## src/rtl/board_reader.sv

```systemverilog
// board_reader: walks every ram_board cell in raster order, streams each cell with its
// macro-board state over valid/ready, and tallies the pieces of each player.
module board_reader #(
    parameter logic [3:0] ADDR_FIRST = 4'd1,
    parameter logic [3:0] ADDR_LAST  = 4'd9
) (
    input  logic       clk,
    input  logic       rst_n,
    input  logic       start,
    output logic [3:0] rd_addr_macro,
    output logic [3:0] rd_addr_micro,
    input  logic [1:0] rd_q,
    input  logic [1:0] rd_state,
    output logic       cell_valid,
    input  logic       cell_ready,
    output logic [3:0] cell_macro,
    output logic [3:0] cell_micro,
    output logic [1:0] cell_data,
    output logic [1:0] cell_state,
    output logic       busy,
    output logic       done,
    output logic [6:0] p1_count,
    output logic [6:0] p2_count,
    output logic       bad_seen
);
    typedef enum logic [2:0] {IDLE, FETCH, CAPTURE, SEND, DONE} state_t;
    state_t state;

    always_ff @(posedge clk) begin
        if (!rst_n) begin
            state         <= IDLE;
            rd_addr_macro <= '0;
            rd_addr_micro <= '0;
            cell_valid    <= 1'b0;
            cell_macro    <= '0;
            cell_micro    <= '0;
            cell_data     <= '0;
            cell_state    <= '0;
            busy          <= 1'b0;
            done          <= 1'b0;
            p1_count      <= '0;
            p2_count      <= '0;
            bad_seen      <= 1'b0;
        end else begin
            done <= 1'b0;
            case (state)
                IDLE: if (start) begin
                    rd_addr_macro <= ADDR_FIRST;
                    rd_addr_micro <= ADDR_FIRST;
                    p1_count      <= '0;
                    p2_count      <= '0;
                    bad_seen      <= 1'b0;
                    busy          <= 1'b1;
                    state         <= FETCH;
                end
                FETCH: state <= CAPTURE;
                // RAM data for the address driven in FETCH is valid now
                CAPTURE: begin
                    cell_data  <= rd_q;
                    cell_state <= rd_state;
                    cell_macro <= rd_addr_macro;
                    cell_micro <= rd_addr_micro;
                    p1_count   <= p1_count + 7'(rd_q == 2'b01);
                    p2_count   <= p2_count + 7'(rd_q == 2'b10);
                    bad_seen   <= bad_seen | (rd_q == 2'b11);
                    cell_valid <= 1'b1;
                    state      <= SEND;
                end
                SEND: if (cell_ready) begin
                    cell_valid <= 1'b0;
                    if (rd_addr_macro == ADDR_LAST && rd_addr_micro == ADDR_LAST) begin
                        busy  <= 1'b0;
                        done  <= 1'b1;
                        state <= DONE;
                    end else begin
                        rd_addr_micro <= (rd_addr_micro == ADDR_LAST) ? ADDR_FIRST : rd_addr_micro + 4'd1;
                        rd_addr_macro <= (rd_addr_micro == ADDR_LAST) ? rd_addr_macro + 4'd1 : rd_addr_macro;
                        state         <= FETCH;
                    end
                end
                DONE: state <= IDLE;
                default: state <= IDLE;
            endcase
        end
    end
endmodule

```

## config.mk

```make
export PLATFORM = sky130hd
export DESIGN_NAME = board_reader
export DESIGN_NICKNAME = d
export VERILOG_FILES = /design/src/rtl/board_reader.sv
export SDC_FILE = /design/constraint.sdc
export NUM_CORES = 1
export LEC_CHECK = 0
export BUFFER_PORTS_ARGS = -buffer_cell sky130_fd_sc_hd__buf_2
export CORE_UTILIZATION = 47
export DETAILED_ROUTE_END_ITERATION = 10
export HOLD_SLACK_MARGIN = 0.02
export PLACE_DENSITY = 0.75
export SKIP_CTS_REPAIR_TIMING = 1
export SKIP_LAST_GASP = 1
export SYNTH_ARGS = -nofsm -noshare
export SYNTH_HDL_FRONTEND = slang
export SYNTH_SLANG_ARGS = --single-unit
```

## constraint.sdc

```tcl
create_clock -name clk -period 1.7 [get_ports clk]
set_input_delay 0.425 -clock clk [delete_from_list [all_inputs] [get_ports clk]]
set_output_delay 0.425 -clock clk [all_outputs]
set_load 0.01 [all_outputs]
```

# ---- Word-level counts from Yosys, hierarchy flattened
# Index checks and enable logic that the tools add are counted.
dict set report op_classes {
  addsub 4
  n_eq_ne 13
  muxes 25
  bitwise 1
  reduce_logical 12
}
# op count
set ops {}
lappend ops {{2-to-1 mux 4 bit} 7}
lappend ops {{case mux 7 bit (2 select lines)} 2}
lappend ops {{case mux 4 bit (2 select lines)} 2}
lappend ops {{adder 7 x 1 -> 7 bit} 2}
lappend ops {{case mux 3 bit (4 select lines)} 1}
lappend ops {{!= test 2 bit (second input constant)} 5}
lappend ops {{2-to-1 mux 3 bit} 3}
lappend ops {{adder 4 x 1 -> 4 bit (second input constant)} 2}
lappend ops {{equality test 4 bit (second input constant)} 2}
lappend ops {{AND reduction 4 bit} 2}
lappend ops {{2-to-1 mux 7 bit} 1}
lappend ops {{equality test 3 x 2 -> 1 bit (second input constant)} 2}
lappend ops {{2-to-1 mux 1 bit} 6}
lappend ops {{case mux 1 bit (2 select lines)} 3}
lappend ops {{AND reduction 2 bit} 3}
lappend ops {{nonzero test 2 bit} 3}
lappend ops {{AND reduction 5 bit} 1}
lappend ops {{equality test 2 bit (second input constant)} 2}
lappend ops {{equality test 3 x 1 -> 1 bit (second input constant)} 1}
lappend ops {{logical NOT 3 bit} 1}
lappend ops {{AND reduction 3 bit} 1}
lappend ops {{equality test 2 x 1 -> 1 bit (second input constant)} 1}
lappend ops {{logical AND 1 bit} 1}
lappend ops {{OR 1 bit} 1}
dict set report totals {
  register_bits 41
  input_bits 8
  output_inout_bits 38
  wordCells 68
}

# ---- Logic depth before layout (Yosys ltp)
dict set report logic_depth {
  depth_word 5
  mapped_depth 7
  ltp_nobuf 7
}

# ---- Worst setup path after synthesis
# Ideal clock, no wire load.
dict set report synth_path {
  path_type {input -> register}
  startpoint {in rd_q[0]}
  endpoint {reg p1_count[6]}
  setup_time_ps 70
  arrival_time_ps 1582
  path_slack_ps 48
  path_stages 6
  cell_sequence {nor2b_1 > ha_1 > ha_1 > nand3_1 > or4_1 > a21oi_1}
}
dict set report synth_between {
  elab_chain_len 3
}
# item line_no
set synth_rtl {}
lappend synth_rtl {{from (decl)} 12} ;# input logic [1:0] rd_q,
lappend synth_rtl {{equality test 2 x 1 -> 1 bit} 63} ;# p1_count <= p1_count + 7'(rd_q == 2'b01);
lappend synth_rtl {{adder 7 x 1 -> 7 bit} 63}
lappend synth_rtl {{case mux 7 bit (2 select lines)} 46} ;# case (state)
lappend synth_rtl {{to (signal assigned)} 63}
lappend synth_rtl {{to (decl)} 22} ;# output logic [6:0] p1_count,
# No other way between the ends.
# A chain may end at the register's enable or synchronous reset.

# ---- Worst setup path after layout
dict set report layout_path {
  startpoint {in rd_q[1]}
  endpoint {reg p2_count[6]}
}
dict set report layout_between {
  elab_chain_len 3
}
# item line_no
set layout_rtl {}
lappend layout_rtl {{equality test 2 bit} 64} ;# p2_count <= p2_count + 7'(rd_q == 2'b10);
lappend layout_rtl {{adder 7 x 1 -> 7 bit} 64}
lappend layout_rtl {{case mux 7 bit (2 select lines)} 46}
lappend layout_rtl {{to (signal assigned)} 64}
lappend layout_rtl {{to (decl)} 23} ;# output logic [6:0] p2_count,
# No other way between the ends.

==> reports/metrics.yaml <==
clock_network:
  clk_latency_ps: 300
  clk_pin_slew_worst_paths_ps: 70
  cts_tree: "done"
  root_buffer: "clkbuf_8"
  cts_buffers: 5
  clock_sinks: 41
  htreeDepth: 2
  cts_buffer_depth: 2
final_layout:
  layout.cells.non_filler: 327
  post_route_cells_drive_above_1_share_pct: 29.0
  n_antenna_cell: 0
  fin_util_pct: 63.7
  syn_to_final_growth_pct: 30.0
  nets: 294
  fillers: 346
job:
  cap_violations: 0
floorplan:
  die_w_um: 64.0
  core_area_um2: 3690
  rows: 22
  start_util_pct: 49.0
  die_h_um: 64.0
  die_area_um2: 4100
  io_pins: 46
place:
  place_hpwl_um: 3000
  portBuffers: 45
  globalplace.congestion: 0.814
  place.detailed.instances: 319
timing:
  hold_viol: 0
  fmax_ghz: 0.626
  rsz0062_at_grt: "false"
  setup_viol: 0
  final.min_clock_period_ps: 1600
  worst_pin_slew_ps: 482
  slew_headroom_pct: 67.6
  post-route-period-util_pct: 94.0
  drv_slew: 0
  skew_ps: 11.5
yosys:
  synth-compound-area-share_pct: 19.2
  synth_seq_cells: 41
  ys_seq_area_share_pct: 45.4
  yosysTopAreaCell: "dfxtp_1"
  synth_cell_types: 38
  synth_area_leaders: "dfxtp_1 (45%), nand2_1 (7.3%), a21oi_1 (6.4%)"
  synthTopCellsByCount: "dfxtp_1 (41), nand2_1 (35), a21oi_1 (23), nor2_1 (23)"
  synth_most_common_cell: "dfxtp_1"
  syn-cell-area_um2: 1810
  synth_fa_ha_area_share_pct: 5.54
  synth_flop_cell: "dfxtp_1"
  synth_top_family_by_area: "simple AND/OR/NAND/NOR gates"
  avgSynthCellArea_um2: 8.41
  yosysTopAreaCellShare_pct: 45.4
  syn_inst: 215
  muxShareOfSynthArea_pct: 0
  yosys.area_share.xor_xnor_pct: 0
  yosys.area_share.simple_pct: 25.5
  synth_nets: 231
  synth_edf_count: 0
  ys_warn_count: 0
  synthArstFlopShare_pct: 0
global_routing:
  grt_antenna_before_repair: 0
  grtUsageTotal_pct: 21.7
  grt-ovfl-total: 0
  grt_max_degree: 37
  grt_pass1_wl_um: 6820
  grt_pass1_vias: 1567
setup_path:
  end_kind: "flop"
  r2r_slack_ps: 110
  path_max_fanout: 4
  required_ps: 1930
  worstSetupStartpoint: "rd_q[1]"
  startpoint_type: "input port"
  r2r_cells: 5
  reg2reg_from: "p2_count[0]"
  crit_arrival_ps: 1820
  endpoint: "p2_count[6]"
  reg2reg_to: "p2_count[6]"
  critPathKind: "in2reg"
min_path:
  min_path_cells: 3
  hold_path_class: "in2reg"
routing:
  wl_per_cell_um: 12.7
  drc_errors: 0
  route.vias.total: 1767
  drtPass1Iterations: 4
  wl_um: 4150
  drt_iter0_markers: 119
  antenna_left: 0
  routed_via_density: 5.40
power:
  pwr_density_cell_nw_per_um2: 886
  vdd_drop_max_mv: 0.608
  p_leak_nw: 1.03
status:
  status: "finished, final reports clean"
kinds of logic after synthesis:
kind of cell | after synthesis
compound gates | 54
flops | 41
fa+ha+maj | 8
simple gates | 95
buf+inv | 17
cell usage in the layout (no fill, tap or decap), types with 2 or more instances in the layout:
cell / count
nor2_1: 23
dfxtp_1: 41
buf_2: 45
inv_1: 2
or4_1: 5
a22oi_1: 4
o21ai_0: 6
a311oi_1: 5
nand3_1: 8
ha_1: 8
nor2b_1: 2
nand2_1: 35
nor3_1: 5
nand3b_1: 5
clkbuf_8: 6
o311ai_0: 4
a21oi_1: 23
o21a_1: 3
nor4_1: 2
o31ai_1: 2
a31oi_1: 2
and3b_1: 2
buf_4: 24
final cells by class:
cell class                 count  area [µm²]  share of cell area [%]
multi-input combinational    157         916                    39.0
sequential                    41         821                    34.9
timing repair buffer          70         425                    18.1
clock buffer                   7        86.3                    3.67
tap                           48        60.1                    2.56
clock inverter                 1        30.0                    1.28
inverter                       3        11.3                   0.479
worst min path at each step:
stage,startpoint,endpoint,slack [ps]
global route,rd_state[0],cell_state[0],370
global placement,cell_macro[2],cell_macro[2],440
detailed placement,cell_macro[3],cell_macro[3],450
CTS,rd_state[1],cell_state[1],360
floorplan,cell_data[0],cell_data[0],480
finish,rd_state[1],cell_state[1],370
state kept, by name, indices dropped and copies added (netlist names), 2 cells and up:
| register | cells |
|---|---|
| cell_data | 2 |
| cell_macro | 4 |
| cell_micro | 4 |
| cell_state | 2 |
| p1_count | 7 |
| p2_count | 7 |
| rd_addr_macro | 4 |
| rd_addr_micro | 4 |
| state | 3 |
per-layer routing:
| layer | routed length [µm] | vias up | global-route usage (%) | part of all wire [%] |
|---|---|---|---|---|
| li1 | - | 894 | - | - |
| met1 | 1930 | 821 | 26.3 | 47 |
| met2 | 1910 | 45 | 35.4 | 46 |
| met3 | 216 | 7 | 5.54 | 5.2 |
| met4 | 82 | 0 | 11.1 | 2.0 |
| met5 | 0 | - | 0 | 0 |
power by group:
part	total, mW	internal, mW	switching (mW)
Sequential	1.00	0.987	0.0155
Combinational	0.267	0.111	0.156
Clock	0.812	0.479	0.334
critical path, cell delays in order:
cell and delay, ps:
buf_2 100, nor2b_1 150, ha_1 190, ha_1 190, nand3_1 130, or4_1 490
a21oi_1 150
per-stage QoR:
step	cell area (µm²)	hold WS [ps]	setup WS, ps	total power, mW	TNS [ps]
CTS	2350	361	47.3	2.09	0
floorplan	1810	481	47.7	1.18	0
finish	2350	365	102	2.08	0
detailed placement	2230	447	-207	1.29	-404
global placement	2230	440	-142	1.29	-222
global route	2350	365	15.0	2.17	0
No activity file was read; power rests on OpenSTA's default activity.
